File: config.mk
export PLATFORM = sky130hd
export DESIGN_NAME = pwm_capture
export DESIGN_NICKNAME = d
export VERILOG_FILES = /design/src/rtl/pwm_capture.sv
export SDC_FILE = /design/constraint.sdc
export NUM_CORES = 1
export LEC_CHECK = 0
export CAP_MARGIN = 20
export CORE_ASPECT_RATIO = 2
export CORE_MARGIN = 4
export CORE_UTILIZATION = 58
export DETAILED_ROUTE_END_ITERATION = 16
export MAX_ROUTING_LAYER = met4
export PLACE_DENSITY_LB_ADDON = 0.05
export SLEW_MARGIN = 20
export SYNTH_ARGS = -nofsm -noshare
export SYNTH_HDL_FRONTEND = slang
export SYNTH_SLANG_ARGS = --single-unit
File: constraint.sdc
create_clock -name clk -period 2.5 [get_ports clk]
set_input_delay 0.25 -clock clk [delete_from_list [all_inputs] [get_ports clk]]
set_output_delay 0.25 -clock clk [all_outputs]
set_load 0.02 [all_outputs]
File: src/rtl/pwm_capture.sv
// pwm_capture: measures an asynchronous PWM input and reports its high time, period and
// 8-bit duty, floor(high_time * 256 / period), on the same 0..255 scale as the PWM generators.
//
// Ports:
//   clk        system clock
//   rst        synchronous active-high reset
//   enable     measurement enable; low returns to idle and clears measurement state
//   pwm_in     asynchronous PWM input
//   high_time  last measured high time in clk cycles
//   period     last measured period in clk cycles
//   duty       8-bit duty; 255 when stuck high, 0 when stuck low
//   valid      one-cycle pulse when duty/high_time/period update
//   busy       high while the divider runs
//   stuck_high line held high for TIMEOUT cycles
//   stuck_low  line held low for TIMEOUT cycles
//   overrun    sticky; a period completed while the divider was busy
//
// TIMEOUT must lie in 10 .. 2^CNT_W-1.
module pwm_capture #(
  parameter int unsigned CNT_W   = 16,
  parameter int unsigned TIMEOUT = 65535
) (
  input  logic             clk,
  input  logic             rst,
  input  logic             enable,
  input  logic             pwm_in,
  output logic [CNT_W-1:0] high_time,
  output logic [CNT_W-1:0] period,
  output logic [7:0]       duty,
  output logic             valid,
  output logic             busy,
  output logic             stuck_high,
  output logic             stuck_low,
  output logic             overrun
);

  localparam logic [CNT_W-1:0] TimeoutCnt = CNT_W'(TIMEOUT);
  localparam logic [CNT_W-1:0] CntOne     = CNT_W'(1);

  typedef enum logic [1:0] {StIdle, StWaitRise, StMeasure, StDivide} state_e;

  state_e           state_q;
  logic             sync1_q, s_q, s_d_q;
  logic [CNT_W-1:0] per_cnt_q, high_cnt_q;
  logic [CNT_W-1:0] high_time_q, period_q;
  logic [CNT_W:0]   rem_q;
  logic [7:0]       quo_q, duty_q;
  logic [2:0]       step_q;
  logic             valid_q, busy_q, stuck_high_q, stuck_low_q, overrun_q;

  logic             rise, at_timeout, quo_bit;
  logic [CNT_W-1:0] per_cnt_d, high_cnt_d;
  logic [CNT_W:0]   rem_shift, rem_d;
  logic [7:0]       quo_d;

  always_comb begin
    rise       = s_q & ~s_d_q;
    at_timeout = (per_cnt_q == TimeoutCnt);
    // Both counters saturate at TIMEOUT.
    per_cnt_d  = at_timeout ? per_cnt_q : per_cnt_q + CntOne;
    high_cnt_d = high_cnt_q;
    if (s_q && (high_cnt_q != TimeoutCnt)) begin
      high_cnt_d = high_cnt_q + CntOne;
    end
    // One restoring-division step; the remainder stays below period so 2r fits CNT_W+1 bits.
    rem_shift = {rem_q[CNT_W-1:0], 1'b0};
    quo_bit   = (rem_shift >= {1'b0, period_q});
    rem_d     = quo_bit ? (rem_shift - {1'b0, period_q}) : rem_shift;
    quo_d     = {quo_q[6:0], quo_bit};
  end

  always_ff @(posedge clk) begin
    if (rst) begin
      state_q      <= StIdle;
      sync1_q      <= 1'b0;
      s_q          <= 1'b0;
      s_d_q        <= 1'b0;
      per_cnt_q    <= '0;
      high_cnt_q   <= '0;
      high_time_q  <= '0;
      period_q     <= '0;
      rem_q        <= '0;
      quo_q        <= '0;
      step_q       <= '0;
      duty_q       <= '0;
      valid_q      <= 1'b0;
      busy_q       <= 1'b0;
      stuck_high_q <= 1'b0;
      stuck_low_q  <= 1'b0;
      overrun_q    <= 1'b0;
    end else begin
      sync1_q <= pwm_in;
      s_q     <= sync1_q;
      s_d_q   <= s_q;
      valid_q <= 1'b0;
      if (!enable) begin
        // Aborts any in-flight divide without a valid pulse; results and overrun hold.
        state_q      <= StIdle;
        per_cnt_q    <= '0;
        high_cnt_q   <= '0;
        busy_q       <= 1'b0;
        stuck_high_q <= 1'b0;
        stuck_low_q  <= 1'b0;
      end else begin
        unique case (state_q)
          StIdle: begin
            per_cnt_q  <= '0;
            high_cnt_q <= '0;
            state_q    <= StWaitRise;
          end
          StWaitRise: begin
            if (rise) begin
              per_cnt_q    <= CntOne;
              high_cnt_q   <= CntOne;
              stuck_high_q <= 1'b0;
              stuck_low_q  <= 1'b0;
              state_q      <= StMeasure;
            end else begin
              per_cnt_q <= per_cnt_d;
              // Report a stuck line once; the flags block a repeat until the next edge.
              if (at_timeout && !stuck_high_q && !stuck_low_q) begin
                stuck_high_q <= s_q;
                stuck_low_q  <= ~s_q;
                duty_q       <= {8{s_q}};
                valid_q      <= 1'b1;
              end
            end
          end
          StMeasure: begin
            if (at_timeout) begin
              stuck_high_q <= s_q;
              stuck_low_q  <= ~s_q;
              duty_q       <= {8{s_q}};
              valid_q      <= 1'b1;
              per_cnt_q    <= '0;
              high_cnt_q   <= '0;
              state_q      <= StWaitRise;
            end else if (rise) begin
              high_time_q <= high_cnt_q;
              period_q    <= per_cnt_q;
              rem_q       <= {1'b0, high_cnt_q};
              quo_q       <= '0;
              step_q      <= '0;
              busy_q      <= 1'b1;
              per_cnt_q   <= CntOne;
              high_cnt_q  <= CntOne;
              state_q     <= StDivide;
            end else begin
              per_cnt_q  <= per_cnt_d;
              high_cnt_q <= high_cnt_d;
            end
          end
          StDivide: begin
            if (rise) begin
              // Period too short to divide: drop this measurement, keep counting the next.
              per_cnt_q  <= CntOne;
              high_cnt_q <= CntOne;
              overrun_q  <= 1'b1;
            end else begin
              per_cnt_q  <= per_cnt_d;
              high_cnt_q <= high_cnt_d;
            end
            rem_q  <= rem_d;
            quo_q  <= quo_d;
            step_q <= step_q + 3'd1;
            if (step_q == 3'd7) begin
              duty_q  <= quo_d;
              valid_q <= 1'b1;
              busy_q  <= 1'b0;
              state_q <= StMeasure;
            end
          end
          default: state_q <= StIdle;
        endcase
      end
    end
  end

  assign high_time  = high_time_q;
  assign period     = period_q;
  assign duty       = duty_q;
  assign valid      = valid_q;
  assign busy       = busy_q;
  assign stuck_high = stuck_high_q;
  assign stuck_low  = stuck_low_q;
  assign overrun    = overrun_q;

endmodule

==> metrics.txt <==
worst reg2reg startpoint rem_q[3]; number of maximum-capacitance constraint violations 0; number of enable-type register cells in the synthesized netlist 0; number of violations reported at the end of detailed-routing iteration 0 418; minimum setup slack among reg-to-reg paths 80 ps; Syn Std Cell Area 5759 um2; Post-synth ARST share 0%; chain of cells forming the critical path ha_2, o211ai_1, a21oi_2, o211a_1, o211ai_1, buf_4, and2_2, buf_4, a21oi_1, o21ai_1; end point of the most critical hold path sync1_q; 1st-pass router iterations 6; Core Util, Final 74.17%; Setup Crit Path Kind reg -> reg; register area 2163 um2; Worst slew margin 50.57%; average footprint of a synthesized cell 7.538 um2; #FFs+latches synth 108; xor/xnor cell area share of the yosys netlist 3.041%; arrival time at the worst endpoint 2670 ps; residual overflow from global routing 0; count of cell types in the netlist 62; layout-stage area growth over the synthesis result 24.92%; Tmin final 2422 ps; proportion of synthesized area in mux cells 1.217%; area of the die 11,680 um2; Crit path required time 2750 ps; Synth Net Count 789; category of the worst setup path capture point flop; number of placement rows 51; CTS tree done; number of instances on the worst hold path 2; synthesized instance count 764; number of failing hold endpoints at the final stage 0; kind of start point of the critical path flop; leading register cell type out of synthesis sky130_fd_sc_hd__dfxtp_1; fill count 786; Antenna Nets Post-Route 0; average wire length per cell after detail routing 19.03 um; start point of the critical path rem_q[3]; Die Width 78.46 um; number of sinks handled by clock tree synthesis 108; outcome finished clean; Max Buffers Root-to-Sink 2; Worst Skew 8.043 ps; CTS Root Cell sky130_fd_sc_hd__clkbuf_16; power density over cell area 465.4 nW/um2; GRT Overall Usage 34.34%; Post-Synth Simple-Gate Area 24.48%; Adder-Cell Fraction of Synth Area 4.693%; non-filler instance count after layout 984; vias in the first global route 6,211; Via density 6.164; H-Tree Level Count 3; number of hold buffers added after CTS 0; capture instance of the worst register-to-register path rem_q[4]; fraction of the yosys area taken by sequential cells 37.54%; post-detailed-placement cell area 6743 um2; pin count of the biggest net entering global routing 61; Die Y-Extent 148.9 um; cell with the biggest individual delay on the critical path sky130_fd_sc_hd__ha_2; worst hold start pwm_in; Worst Tran Pin Value 738.8 ps; dominant combinational cell family by area after synthesis simple AND/OR/NAND/NOR gates; gpl congestion 1.067; total number of yosys warnings 0; number of cells traversed by the worst register-to-register path 10; compound-cell area share of the yosys netlist 23.83%; count of boundary I/O pins 49; core area 9699 um2; Starting Density 59.38%; first-pass GRT wire length 30,480 um; CTS buffer count 9; Layout Cell Area excl Fill 7194 um2; largest vdd supply drop 0.5989 mV; initial antenna violation count 0; layout cell share with drive strength beyond 1 13.97%; clock slew at reported path FFs 70 ps; post-detailed-routing wire length 18,730 um; count of inserted antenna diode cells 0; total chip power 0.003348 W; total via count in the routed design 6,065; leakage power figure 2.591 nW; Slew Limit Fails 0; multi-input gate area in the final layout 3413 um2; HP Class in -> reg; maximum clock rate 412.9 MHz; slowest cell delay on critical path 420 ps; count of input and output buffers 48; post-placement cell count 965; clk_lat worst skew 360 ps; setup_tns 0 ps; Final Cycle Share 96.88%; nets 872; biggest fanout along the worst timing path 5; Residual DRC 0; detailed placement HPWL 14,410 um; final setup violation count 0
-- state kept, by name, indices dropped and copies added (netlist names) --
register,cells
period,16
stuck_low,1
overrun,1
stuck_high,1
high_cnt_q,16
duty,8
sync1_q,1
quo_q,7
rem_q,16
state_q,2
busy,1
valid,1
s_q,1
step_q,3
s_d_q,1
high_time,16
per_cnt_q,16
-- synth_stat cells (9+ instances only) --
master | n | share of area [%]
sky130_fd_sc_hd__a211oi_1 | 12 | 1.6
sky130_fd_sc_hd__a21oi_1 | 93 | 8.1
sky130_fd_sc_hd__a31oi_1 | 13 | 1.4
sky130_fd_sc_hd__clkbuf_1 | 37 | 2.4
sky130_fd_sc_hd__dfxtp_1 | 108 | 38
sky130_fd_sc_hd__ha_1 | 20 | 4.3
sky130_fd_sc_hd__inv_1 | 24 | 1.6
sky130_fd_sc_hd__nand2_1 | 127 | 8.3
sky130_fd_sc_hd__nand2b_1 | 9 | 0.98
sky130_fd_sc_hd__nand3_1 | 29 | 2.5
sky130_fd_sc_hd__nand4_1 | 13 | 1.4
sky130_fd_sc_hd__nor2_1 | 76 | 5.0
sky130_fd_sc_hd__nor3_1 | 13 | 1.1
sky130_fd_sc_hd__nor4_1 | 9 | 0.98
sky130_fd_sc_hd__o211ai_1 | 13 | 1.7
sky130_fd_sc_hd__o21ai_0 | 40 | 3.5
sky130_fd_sc_hd__o21ai_1 | 12 | 1.0
sky130_fd_sc_hd__xor2_1 | 12 | 1.8
-- metal layers --
layer,vias to the layer above,track usage [%],wire [um]
li1,2869,-,-
met1,2847,31.90,6404
met2,236,60.91,9929
met3,113,4.837,665
met4,0,28.46,1729
met5,-,-,0
-- timing repair --
item | in CTS | in global routing
endpoints found under the setup margin | 7 | 45
buffers inserted | 0 | 3
resized for setup | 7 | 18
pin swaps | 0 | 6
-- per-stage QoR --
step | worst slack [ps] | hold slack (ps)
2_1_floorplan | 9.104 | 378.2
3_3_place_gp | -17.94 | 422.5
3_5_place_dp | -66.65 | 446.9
4_1_cts | 2.564 | 457.0
5_1_grt | -27.37 | 452.9
6_report | 77.95 | 454.5
-- critical path: cells and delay by family, from the launching register on --
kind | cells | cell delay, ps
flops | 1 | 370
simple gates | 1 | 230
compound gates | 6 | 960
fa+ha+maj | 1 | 420
buf+inv | 2 | 340
-- cell families (layout without fill, tap and decap cells) --
kind of cell / count (synthesis) / in the layout
and+or+nand+nor: 310 / 310
adders and majority gates: 21 / 21
buffers and inverters: 74 / 162
muxes: 7 / 7
DFF: 108 / 108
xor gates and xnor gates: 20 / 20
AOI/OAI and AO/OA: 224 / 224
-- final cells by class --
cell class                 count  area share (%)
inverter                      25           1.304
tap                          132           2.296
timing repair buffer         121           14.57
sequential                   108           30.07
clock buffer                   9           3.130
multi-input combinational    582           47.44
clock inverter                 7           1.183
-- how the worst max path moves through the flow --
| stage | endpoint | slack (ps) | depth (start not counted) |
|---|---|---|---|
| global placement | rem_q[12] | -20 | 11 |
| CTS | rem_q[14] | 3 | 9 |
| detailed placement | rem_q[4] | -70 | 10 |
| global route | high_cnt_q[8] | -30 | 8 |
| floorplan | rem_q[15] | 9 | 10 |
| finish | rem_q[4] | 80 | 10 |
-- where the power goes --
group          internal, W  switching [W]
clock             0.000795       0.000693
combinational    0.0000416      0.0000894
sequential         0.00172     0.00000681
-- layout by cell type, fill, tap and decap left out, types with 7 or more instances in the layout --
| master | instances |
|---|---|
| sky130_fd_sc_hd__nor4_1 | 7 |
| sky130_fd_sc_hd__o21ai_1 | 14 |
| sky130_fd_sc_hd__dfxtp_1 | 107 |
| sky130_fd_sc_hd__nand2b_1 | 9 |
| sky130_fd_sc_hd__buf_4 | 71 |
| sky130_fd_sc_hd__nand4_1 | 13 |
| sky130_fd_sc_hd__clkdlybuf4s50_1 | 47 |
| sky130_fd_sc_hd__a31oi_1 | 13 |
| sky130_fd_sc_hd__a21oi_1 | 90 |
| sky130_fd_sc_hd__xor2_1 | 12 |
| sky130_fd_sc_hd__nand2_1 | 126 |
| sky130_fd_sc_hd__nor2_1 | 76 |
| sky130_fd_sc_hd__o21ai_0 | 38 |
| sky130_fd_sc_hd__inv_1 | 24 |
| sky130_fd_sc_hd__a211oi_1 | 12 |
| sky130_fd_sc_hd__clkbuf_16 | 9 |
| sky130_fd_sc_hd__o211ai_1 | 13 |
| sky130_fd_sc_hd__mux2i_1 | 7 |
| sky130_fd_sc_hd__nor3_1 | 13 |
| sky130_fd_sc_hd__xnor2_1 | 8 |
| sky130_fd_sc_hd__nand3_1 | 28 |
| sky130_fd_sc_hd__ha_1 | 15 |
Note: power is estimated with default switching activity, not from simulation.
